**src/rtl/bcd_display_seq.sv**
```systemverilog
// bcd_display_seq
//
// Sequential binary to seven-segment display driver. A load captures a
// WIDTH-bit value (unsigned or two's complement). The magnitude is converted
// to BCD by a shift-add-3 (double dabble) engine, one bit per clock. The
// result is then registered as active-low seven-segment patterns.
//
// Ports:
//   clk         system clock, rising edge
//   rst         synchronous active-high reset
//   value       binary input, sampled on an accepted load
//   signed_mode 1 = value is two's complement, sampled with value
//   load        start request, accepted only while busy = 0
//   busy        high while a conversion is in progress (state decode)
//   done        one-cycle pulse when new patterns appear on the outputs
//   ovf         last result did not fit in DIGITS digits
//   seg_sign    sign digit pattern (dash for negative, blank otherwise)
//   seg_digits  DIGITS patterns, digit 0 (units) in bits [7:0]
//
// Handshake: load is a request that is taken in the cycle it is high while
// busy = 0. A load while busy = 1 is dropped, not queued. done marks the one
// cycle in which fresh outputs are first visible, and busy is already low in
// that cycle, so a load there starts the next conversion immediately.

module bcd_display_seq #(
    parameter int WIDTH    = 12,
    parameter int DIGITS   = 4,
    parameter int BLANK_LZ = 0
) (
    input  logic                  clk,
    input  logic                  rst,
    input  logic [WIDTH-1:0]      value,
    input  logic                  signed_mode,
    input  logic                  load,
    output logic                  busy,
    output logic                  done,
    output logic                  ovf,
    output logic [7:0]            seg_sign,
    output logic [DIGITS*8-1:0]   seg_digits
);

    // ceil(WIDTH/3) BCD digits always hold 2^WIDTH - 1
    localparam int NB   = (WIDTH + 2) / 3;
    localparam int CW   = $clog2(WIDTH + 1);
    localparam int MAXD = (NB > DIGITS) ? NB : DIGITS;

    localparam logic [7:0] SEG_DASH  = 8'hBF;
    localparam logic [7:0] SEG_BLANK = 8'hFF;

    typedef enum logic [1:0] {
        S_IDLE = 2'd0,
        S_CONV = 2'd1,
        S_OUT  = 2'd2
    } state_t;

    state_t                state_q, state_d;
    logic                  neg_q, neg_d;
    logic [WIDTH-1:0]      mag_q, mag_d;
    logic [4*NB-1:0]       bcd_q, bcd_d;
    logic [CW-1:0]         cnt_q, cnt_d;
    logic                  done_q, done_d;
    logic                  ovf_q, ovf_d;
    logic [7:0]            seg_sign_q, seg_sign_d;
    logic [DIGITS*8-1:0]   seg_digits_q, seg_digits_d;

    logic [4*NB-1:0]       bcd_adj;
    logic [4*MAXD-1:0]     bcd_ext;
    logic                  ovf_calc;
    logic                  seen_nz;
    logic [3:0]            dig_val;
    logic [DIGITS*8-1:0]   digits_calc;

    function automatic logic [7:0] seg_code(input logic [3:0] d);
        logic [7:0] c;
        case (d)
            4'd0:    c = 8'hC0;
            4'd1:    c = 8'hF9;
            4'd2:    c = 8'hA4;
            4'd3:    c = 8'hB0;
            4'd4:    c = 8'h99;
            4'd5:    c = 8'h92;
            4'd6:    c = 8'h82;
            4'd7:    c = 8'hF8;
            4'd8:    c = 8'h80;
            4'd9:    c = 8'h90;
            default: c = SEG_BLANK;
        endcase
        return c;
    endfunction

    always_comb begin
        state_d      = state_q;
        neg_d        = neg_q;
        mag_d        = mag_q;
        bcd_d        = bcd_q;
        cnt_d        = cnt_q;
        done_d       = 1'b0;
        ovf_d        = ovf_q;
        seg_sign_d   = seg_sign_q;
        seg_digits_d = seg_digits_q;

        // add-3 correction so that the following shift carries into the next digit
        bcd_adj = bcd_q;
        for (int i = 0; i < NB; i++) begin
            if (bcd_q[4*i +: 4] >= 4'd5) begin
                bcd_adj[4*i +: 4] = bcd_q[4*i +: 4] + 4'd3;
            end
        end

        // zero-extended copy so that digit indices past NB read as zero
        bcd_ext = '0;
        bcd_ext[4*NB-1:0] = bcd_q;

        ovf_calc = 1'b0;
        for (int i = 0; i < MAXD; i++) begin
            if (i >= DIGITS && bcd_ext[4*i +: 4] != 4'd0) begin
                ovf_calc = 1'b1;
            end
        end

        // walk from the most significant digit down; a digit is a leading
        // zero until the first nonzero digit has been seen
        seen_nz     = 1'b0;
        dig_val     = 4'd0;
        digits_calc = '0;
        for (int k = DIGITS - 1; k >= 0; k--) begin
            dig_val = bcd_ext[4*k +: 4];
            if (dig_val != 4'd0) begin
                seen_nz = 1'b1;
            end
            if (ovf_calc) begin
                digits_calc[8*k +: 8] = SEG_DASH;
            end else if (BLANK_LZ != 0 && k != 0 && !seen_nz) begin
                digits_calc[8*k +: 8] = SEG_BLANK;
            end else begin
                digits_calc[8*k +: 8] = seg_code(dig_val);
            end
        end

        case (state_q)
            S_IDLE: begin
                if (load) begin
                    neg_d   = signed_mode & value[WIDTH-1];
                    // two's complement negate wraps, so the most negative
                    // value maps to 2^(WIDTH-1) as an unsigned magnitude
                    mag_d   = neg_d ? (~value + WIDTH'(1)) : value;
                    bcd_d   = '0;
                    cnt_d   = '0;
                    state_d = S_CONV;
                end
            end
            S_CONV: begin
                {bcd_d, mag_d} = {bcd_adj, mag_q} << 1;
                cnt_d = cnt_q + CW'(1);
                if (cnt_q == CW'(WIDTH - 1)) begin
                    state_d = S_OUT;
                end
            end
            S_OUT: begin
                ovf_d        = ovf_calc;
                seg_sign_d   = neg_q ? SEG_DASH : SEG_BLANK;
                seg_digits_d = digits_calc;
                done_d       = 1'b1;
                state_d      = S_IDLE;
            end
            default: begin
                state_d = S_IDLE;
            end
        endcase
    end

    always_ff @(posedge clk) begin
        if (rst) begin
            state_q      <= S_IDLE;
            neg_q        <= 1'b0;
            mag_q        <= '0;
            bcd_q        <= '0;
            cnt_q        <= '0;
            done_q       <= 1'b0;
            ovf_q        <= 1'b0;
            seg_sign_q   <= SEG_BLANK;
            seg_digits_q <= {DIGITS{SEG_BLANK}};
        end else begin
            state_q      <= state_d;
            neg_q        <= neg_d;
            mag_q        <= mag_d;
            bcd_q        <= bcd_d;
            cnt_q        <= cnt_d;
            done_q       <= done_d;
            ovf_q        <= ovf_d;
            seg_sign_q   <= seg_sign_d;
            seg_digits_q <= seg_digits_d;
        end
    end

    assign busy       = (state_q != S_IDLE);
    assign done       = done_q;
    assign ovf        = ovf_q;
    assign seg_sign   = seg_sign_q;
    assign seg_digits = seg_digits_q;

endmodule
```
**config.mk**
```make
export PLATFORM = sky130hd
export DESIGN_NAME = bcd_display_seq
export DESIGN_NICKNAME = d
export VERILOG_FILES = /design/src/rtl/bcd_display_seq.sv
export SDC_FILE = /design/constraint.sdc
export NUM_CORES = 1
export LEC_CHECK = 0
export CAP_MARGIN = 20
export CORE_UTILIZATION = 53
export CTS_CLUSTER_SIZE = 25
export DETAILED_ROUTE_END_ITERATION = 8
export PLACE_DENSITY = 0.87
export SLEW_MARGIN = 5
export SYNTH_ARGS = -nofsm -noshare
export SYNTH_HDL_FRONTEND = slang
export SYNTH_SLANG_ARGS = --single-unit
```
**constraint.sdc**
```tcl
create_clock -name clk -period 2.1 [get_ports clk]
set_clock_uncertainty 0.1 [all_clocks]
set_input_delay 0.42 -clock clk [delete_from_list [all_inputs] [get_ports clk]]
set_output_delay 0.42 -clock clk [all_outputs]
set_load 0.005 [all_outputs]
```
==> flow_metrics.py <==
metrics = {
    "logic_synthesis": {
        "synth-edff-count": 0,
        "syn-instance-count": 415,
        "synth.most_common_cell": "dfxtp_1",
        "synth.distinct_cells": 48,
        "muxShareOfSynthArea": 0.0261,
        "syn-cell-area_sq_mm": 0.00354,
        "synthTopCellsByCount": "dfxtp_1, a21oi_1, o21ai_0",
        "yosys_register_bits": 65,
        "synthFlopType": "dfxtp_1",
        "yosys.area_share.simple": 0.150,
        "synthAdderAreaFrac": 0.0812,
        "synth_xor_area_frac": 0.0420,
        "async_flop_share": 0,
        "synth_compound_area_frac": 0.253,
        "synth-seq-area-share": 0.367,
        "syn_area_per_cell_sq_um": 8.54,
        "synth_top_family_by_area": "compound AO/OA/AOI/OAI gates",
        "synth_top_area_frac": 0.367,
        "yosys-top-cells-area": "dfxtp_1, ha_1, a21oi_1, o21ai_0, a211o_1",
        "yosysWarnings": 0,
        "yosysTopAreaCell": "dfxtp_1",
    },
    "setup_path": {
        "crit_path_max_fanout": 7,
        "crit_path_top_delay_cell": "clkdlybuf4s50_1",
        "endpoint_kind": "primary output",
        "cp_data_arrival_time_ps": 1480,
        "crit_path_end": "busy",
        "start_kind": "flip-flop",
        "max_stage_delay_ps": 440,
        "critPathKind": "flip-flop to primary output",
        "rr_startpoint": "bcd_ext[1]$_SDFFE_PP0P_",
        "worstReg2RegEnd": "bcd_ext[2]$_SDFFE_PP0P_",
        "reg2regPathDepth": 6,
        "crit_chain": "or2_2 -> clkdlybuf4s50_1",
        "reg2reg_slack_ps": 170,
        "required_ps": 1580,
        "startpoint": "state_q[0]$_SDFFE_PP0P_",
    },
    "timing": {
        "setup_viol": 0,
        "drv_slew": 0,
        "min_period_ps": 2000,
        "tns_ps": 0,
        "worstMarginPinSlew_ps": 525,
        "slew_headroom": 0.650,
        "rsz0062_at_grt": "false",
        "max_freq_mhz": 501,
        "hold_violations": 0,
        "fin_crit_sh": 0.951,
    },
    "hold_path": {
        "hp-class": "input pin to flip-flop",
        "whs_path_depth": 2,
    },
    "die": {
        "die_area_sq_mm": 0.00701,
        "num_io_pins": 59,
        "die_w_um": 83.8,
        "die_h_um": 83.8,
        "coreArea_sq_mm": 0.00639,
        "rows": 29,
        "initial_utilization": 0.555,
    },
    "grt": {
        "antenna_found_initial": 0,
        "grt_pass1_wl_mm": 13.8,
        "grt_max_degree": 23,
        "grt_usage": 0.242,
        "grt_pass1_vias": 3002,
        "grt-ovfl-total": 0,
    },
    "routing": {
        "finalWirelength_mm": 7.83,
        "routed.top_layer": "met4",
        "num_vias": 3097,
        "wire_per_inst_um": 14.4,
        "drt-met1-wl_mm": 3.54,
        "first_pass_iters": 7,
        "antenna_left": 0,
        "route.detailed.drc": 0,
        "dr.first_iter.drc_count": 278,
        "met3_wirelength_um": 386,
        "via_per_inst": 5.70,
        "met2WireLength_mm": 3.78,
    },
    "placement": {
        "port_buffers": 46,
        "dp_hpwl_mm": 5.73,
        "place_inst": 528,
        "routabilityCongestion": 0.877,
    },
    "power_and_ir_drop": {
        "switchingPower_uw": 597,
        "power_frac_seq": 0.499,
        "power_frac_comb": 0.086,
        "power-per-cell-area_mw_per_mm2": 599,
        "ir_worst_vdd_v": 0.000440,
        "swShare": 0.233,
        "p_leak_uw": 0.00156,
        "clockPowerShare": 0.415,
        "p_int_uw": 1960,
    },
    "clock_network": {
        "hold_buffers": 0,
        "clock_latency_ps": 350,
        "cts-root-buf": "clkbuf_8",
        "cts_resized": 0,
        "clock-sinks": 65,
        "cts_max_level": 3,
        "clk_pin_slew_ps": 70,
        "cts_made_buffers": 9,
        "post_cts_buffers": 0,
        "cts_tree": "done",
        "clockBufferDepth": 2,
    },
    "cells_and_area": {
        "drive_gt1_frac": 0.0901,
        "stdcell_count": 543,
        "n_antenna_cell": 0,
        "syn2layout_area_growth_pct": 20.7,
        "finalNetCount": 501,
    },
    "status": {
        "status": "finished clean",
    },
    "flow_run": {
        "cap_violations": 0,
    },
}
-- logic make-up (layout without fill, tap and decap cells) --
group,count (synthesis),after routing
multiplexers,9,9
buffers and inverters,58,99
other,2,12
adder cells (fa/ha/maj),23,23
AND/OR/NAND/NOR,98,98
AO/OA/AOI/OAI,143,143
XOR/XNOR,17,17
flip-flops,65,65
-- critical path: cells and delay by family, from the launching register on --
family | cells | cell delay [ps]
AND/OR/NAND/NOR | 1 | 320
buffers and inverters | 1 | 440
flip-flops | 1 | 370
-- state kept, by name, indices dropped and copies added (netlist names) --
name and count:
neg_q 1, seg_digits 28, bcd_ext 16, seg_sign 1
state_q 2, mag_q 12, done 1, cnt_q 4
-- layout by cell type, fill, tap and decap left out, types with 3 or more instances in the layout --
cell type,synthesis,routed
dfxtp_1,65,65
a21oi_1,50,50
clkdlybuf4s50_1,0,45
o21ai_0,36,36
nor2_1,24,24
nand2_1,23,23
ha_1,23,23
inv_1,20,20
nand2b_1,21,20
a211o_1,17,17
buf_4,12,17
xnor2_1,16,16
conb_1,2,12
clkbuf_8,0,11
o22ai_1,9,9
a22oi_1,9,9
mux2i_1,7,7
nor3_1,7,7
and2_1,4,4
a311oi_1,4,4
nor3b_1,3,3
o221ai_1,3,3
or4_1,3,3
a22o_1,3,3
a31oi_1,3,3
-- worst min path at each step --
| stage | slack (ps) | endpoint | startpoint |
|---|---|---|---|
| global route | 290 | cnt_q[3]$_SDFFE_PP0P_ | rst |
| global placement | 340 | seg_digits[20]$_SDFFE_PP1P_ | seg_digits[20]$_SDFFE_PP1P_ |
| finish | 270 | cnt_q[3]$_SDFFE_PP0P_ | rst |
| CTS | 260 | cnt_q[3]$_SDFFE_PP0P_ | rst |
| detailed placement | 350 | mag_q[0]$_SDFFE_PP0P_ | mag_q[0]$_SDFFE_PP0P_ |
| floorplan | 320 | mag_q[0]$_SDFFE_PP0P_ | mag_q[0]$_SDFFE_PP0P_ |
-- power by group through the flow --
stage               logic [uW]  clock network, uW  registers [uW]
global route               244               1150            1280
global placement           210                  0            1300
floorplan                  139                  0            1300
detailed placement         219                  0            1300
finish                     219               1060            1280
CTS                        219               1080            1280
-- layer usage --
layer / vias to the layer above / global-route usage
li1: 1544 / -
met1: 1442 / 0.305
met2: 98 / 0.403
met3: 13 / 0.0514
met4: 0 / 0.0955
met5: - / 0
-- final cells by class --
| class | instances | area [sq um] |
|---|---|---|
| fill | 528 | 2110 |
| timing repair buffer | 64 | 603 |
| tap | 77 | 96.3 |
| sequential | 65 | 1300 |
| inverter | 20 | 75.1 |
| clock buffer | 12 | 155 |
| clock inverter | 3 | 40.0 |
| multi-input combinational | 302 | 2000 |
-- through the flow --
stage	util	hold slack (ps)	total power, uW	setup WS, ps	area [sq um]
5_1_grt	0.669	293	2670	48.4	4270
4_1_cts	0.669	260	2580	87.4	4270
2_1_floorplan	-	324	1440	507	3580
3_3_place_gp	0.639	344	1510	49.4	4080
6_report	0.669	272	2560	104	4270
3_5_place_dp	0.639	347	1520	0.216	4080
Power figures use the tool's default switching activity.
==> variant: new RTL, same settings <==
Put one more register stage on the output `seg_digits`, cleared by the reset. The value now appears one clock later. The other outputs are not delayed to match.
--- a/src/rtl/bcd_display_seq.sv
+++ b/src/rtl/bcd_display_seq.sv
@@ -197,6 +197,12 @@
     assign done       = done_q;
     assign ovf        = ovf_q;
     assign seg_sign   = seg_sign_q;
-    assign seg_digits = seg_digits_q;
+    always_ff @(posedge clk) begin
+        if (rst) begin
+            seg_digits <= '0;
+        end else begin
+            seg_digits <= seg_digits_q;
+        end
+    end
 
 endmodule
Formal check against the unedited RTL: not equivalent (Yosys sat finds a counterexample within 4 cycles, from zero or initial values and one cycle with rst high).
==> variant against the original RTL <==
- worst setup slack worse by 33 ps
- wire length grew 10%
- via count is 12% higher
- critical path depth unchanged
- core utilization shrank 2.0 points
- sequential power grew 45%
- largest cell class unchanged
- area after synthesis increased by 24%
- combinational power rose by 38%
- sequential cell count is 29 higher
- total power increased by 35%
- cell area grew 19%
- sequential share of layout area grew 6.5 points
- first-iteration DRC count decreased by 48%
- largest power group unchanged
==> variant: results (changes against the original RTL) <==
| Metric | Value |
|---|---|
| Status | finished clean |
| Worst-path clk slew | 90 ps (+20 ps) |
| Sequential cell area share | 0.369 (+0.0649) |
| Critical path arrival | 1510 ps (+30 ps) |
| Nets | 569 (+14%) |
| Final hold slack | 331 ps (+59.0 ps) |
| Leak | 2.01 nW (+29%) |
| Clock buffers | 11 (-1) |
| Top post-synthesis cells by count | 94 x dfxtp_1, 46 x a21oi_1, 38 x nor2_1 |
| Synth cell types | 52 (+8.3%) |
| Synth Area in XOR/XNOR | 0.0339 (-0.00810) |
| Via count | 3474 (+12%) |
| Setup Buffers After CTS | 0 (unchanged) |
| Clk power | 1.30 mW (+23%) |
| Synth area leaders | dfxtp_1 43%, ha_1 6.6%, a21oi_1 5.2% |
| Non-clock buffers | 63 (-1.6%) |
| First-pass GRT wire length | 14500 µm (+4.7%) |
| Logic inverters | 21 (+5.0%) |
| Drt total wl | 8630 µm (+10%) |
| Fraction of area in non-clock buffers | 0.116 (-0.0247) |
| Area occupied by multi-input gates | 2200 µm² (+9.8%) |
| Post-synthesis adder-cell area fraction | 0.0656 (-0.0157) |
| Met3 WL | 339 µm (-12%) |
| Mux share of post-synthesis cell area | 0.0185 (-0.00760) |
| Post-DP Area | 4880 µm² (+20%) |
| Vias per cell | 5.45 (-4.4%) |
| IO Port Bufs | 50 (+8.7%) |
| Sequential cells | 94 (+45%) |
| Layout cell share with drive strength beyond 1 | 0.0804 (-0.00975) |
| Highest metal layer with signal wires | met4 |
| Post-Syn Instances | 492 (+19%) |
| DRT iter0 DRCs | 144 (-48%) |
| Fin area | 5090 µm² (+19%) |
| Complex-gate fraction of the synthesized area | 0.201 (-0.0512) |
| Filler Cell Count | 640 (+21%) |
| DR WL met2 | 4440 µm (+18%) |
| Largest register FFs | 29 (+3.6%) |
| Pin count of the biggest net entering global routing | 48 (+110%) |
| DRT met1 WL | 3670 µm (+3.6%) |
| DRT Pass-1 Iters | 4 (-3) |
| Slew HR | 0.611 (-0.0384) |
| Dpl cells | 621 (+18%) |
| Post-DP HPWL | 5900 µm (+3.1%) |
| Grt met2 use | 0.388 (-0.0143) |
| Met3 usage | 0.0358 (-0.0157) |
| Worst VDD drop | 0.312 mV (-29%) |
| RePlAce Congestion | 0.838 (-4.5%) |
| Int Pwr | 2.67 mW (+36%) |
| Initial antenna violation count | 0 (unchanged) |
| Met1 Use GR | 0.230 (-0.0752) |
-- variant: cell types whose count changed after synthesis, sizes merged, moves of 7 or more --
cell | unedited run | this run
nor2b | 2 | 34
a211o | 17 | 0
nor2 | 24 | 38
o21ai | 36 | 26
dfxtp | 65 | 94
and3 | 0 | 7
nand2b | 21 | 12
-- variant: stage by stage --
step                      setup slack, ps  power (mW)
final                                70.5        3.46
after global placement                118        2.19
after CTS                            66.9        3.48
after detailed placement             13.8        2.20
after global routing                 15.6        3.59
after floorplan                       471        2.08
-- variant: critical path: cells and delay by family (launching register included) --
| family | cells | cell delay [ps] |
|---|---|---|
| DFF | 1 | 380 |
| buffers and inverters | 1 | 450 |
| and+or+nand+nor | 1 | 320 |
-- variant: worst paths after layout --
| check | from | cells past startpoint | end |
|---|---|---|---|
| setup / recovery | state_q[1] | 2 | busy |
| hold / removal | rst | 2 | seg_digits[23] |
| setup reg to reg | bcd_ext[1] | 6 | bcd_ext[2] |
| hold reg to reg | seg_digits_q[27] | 1 | seg_digits[27] |
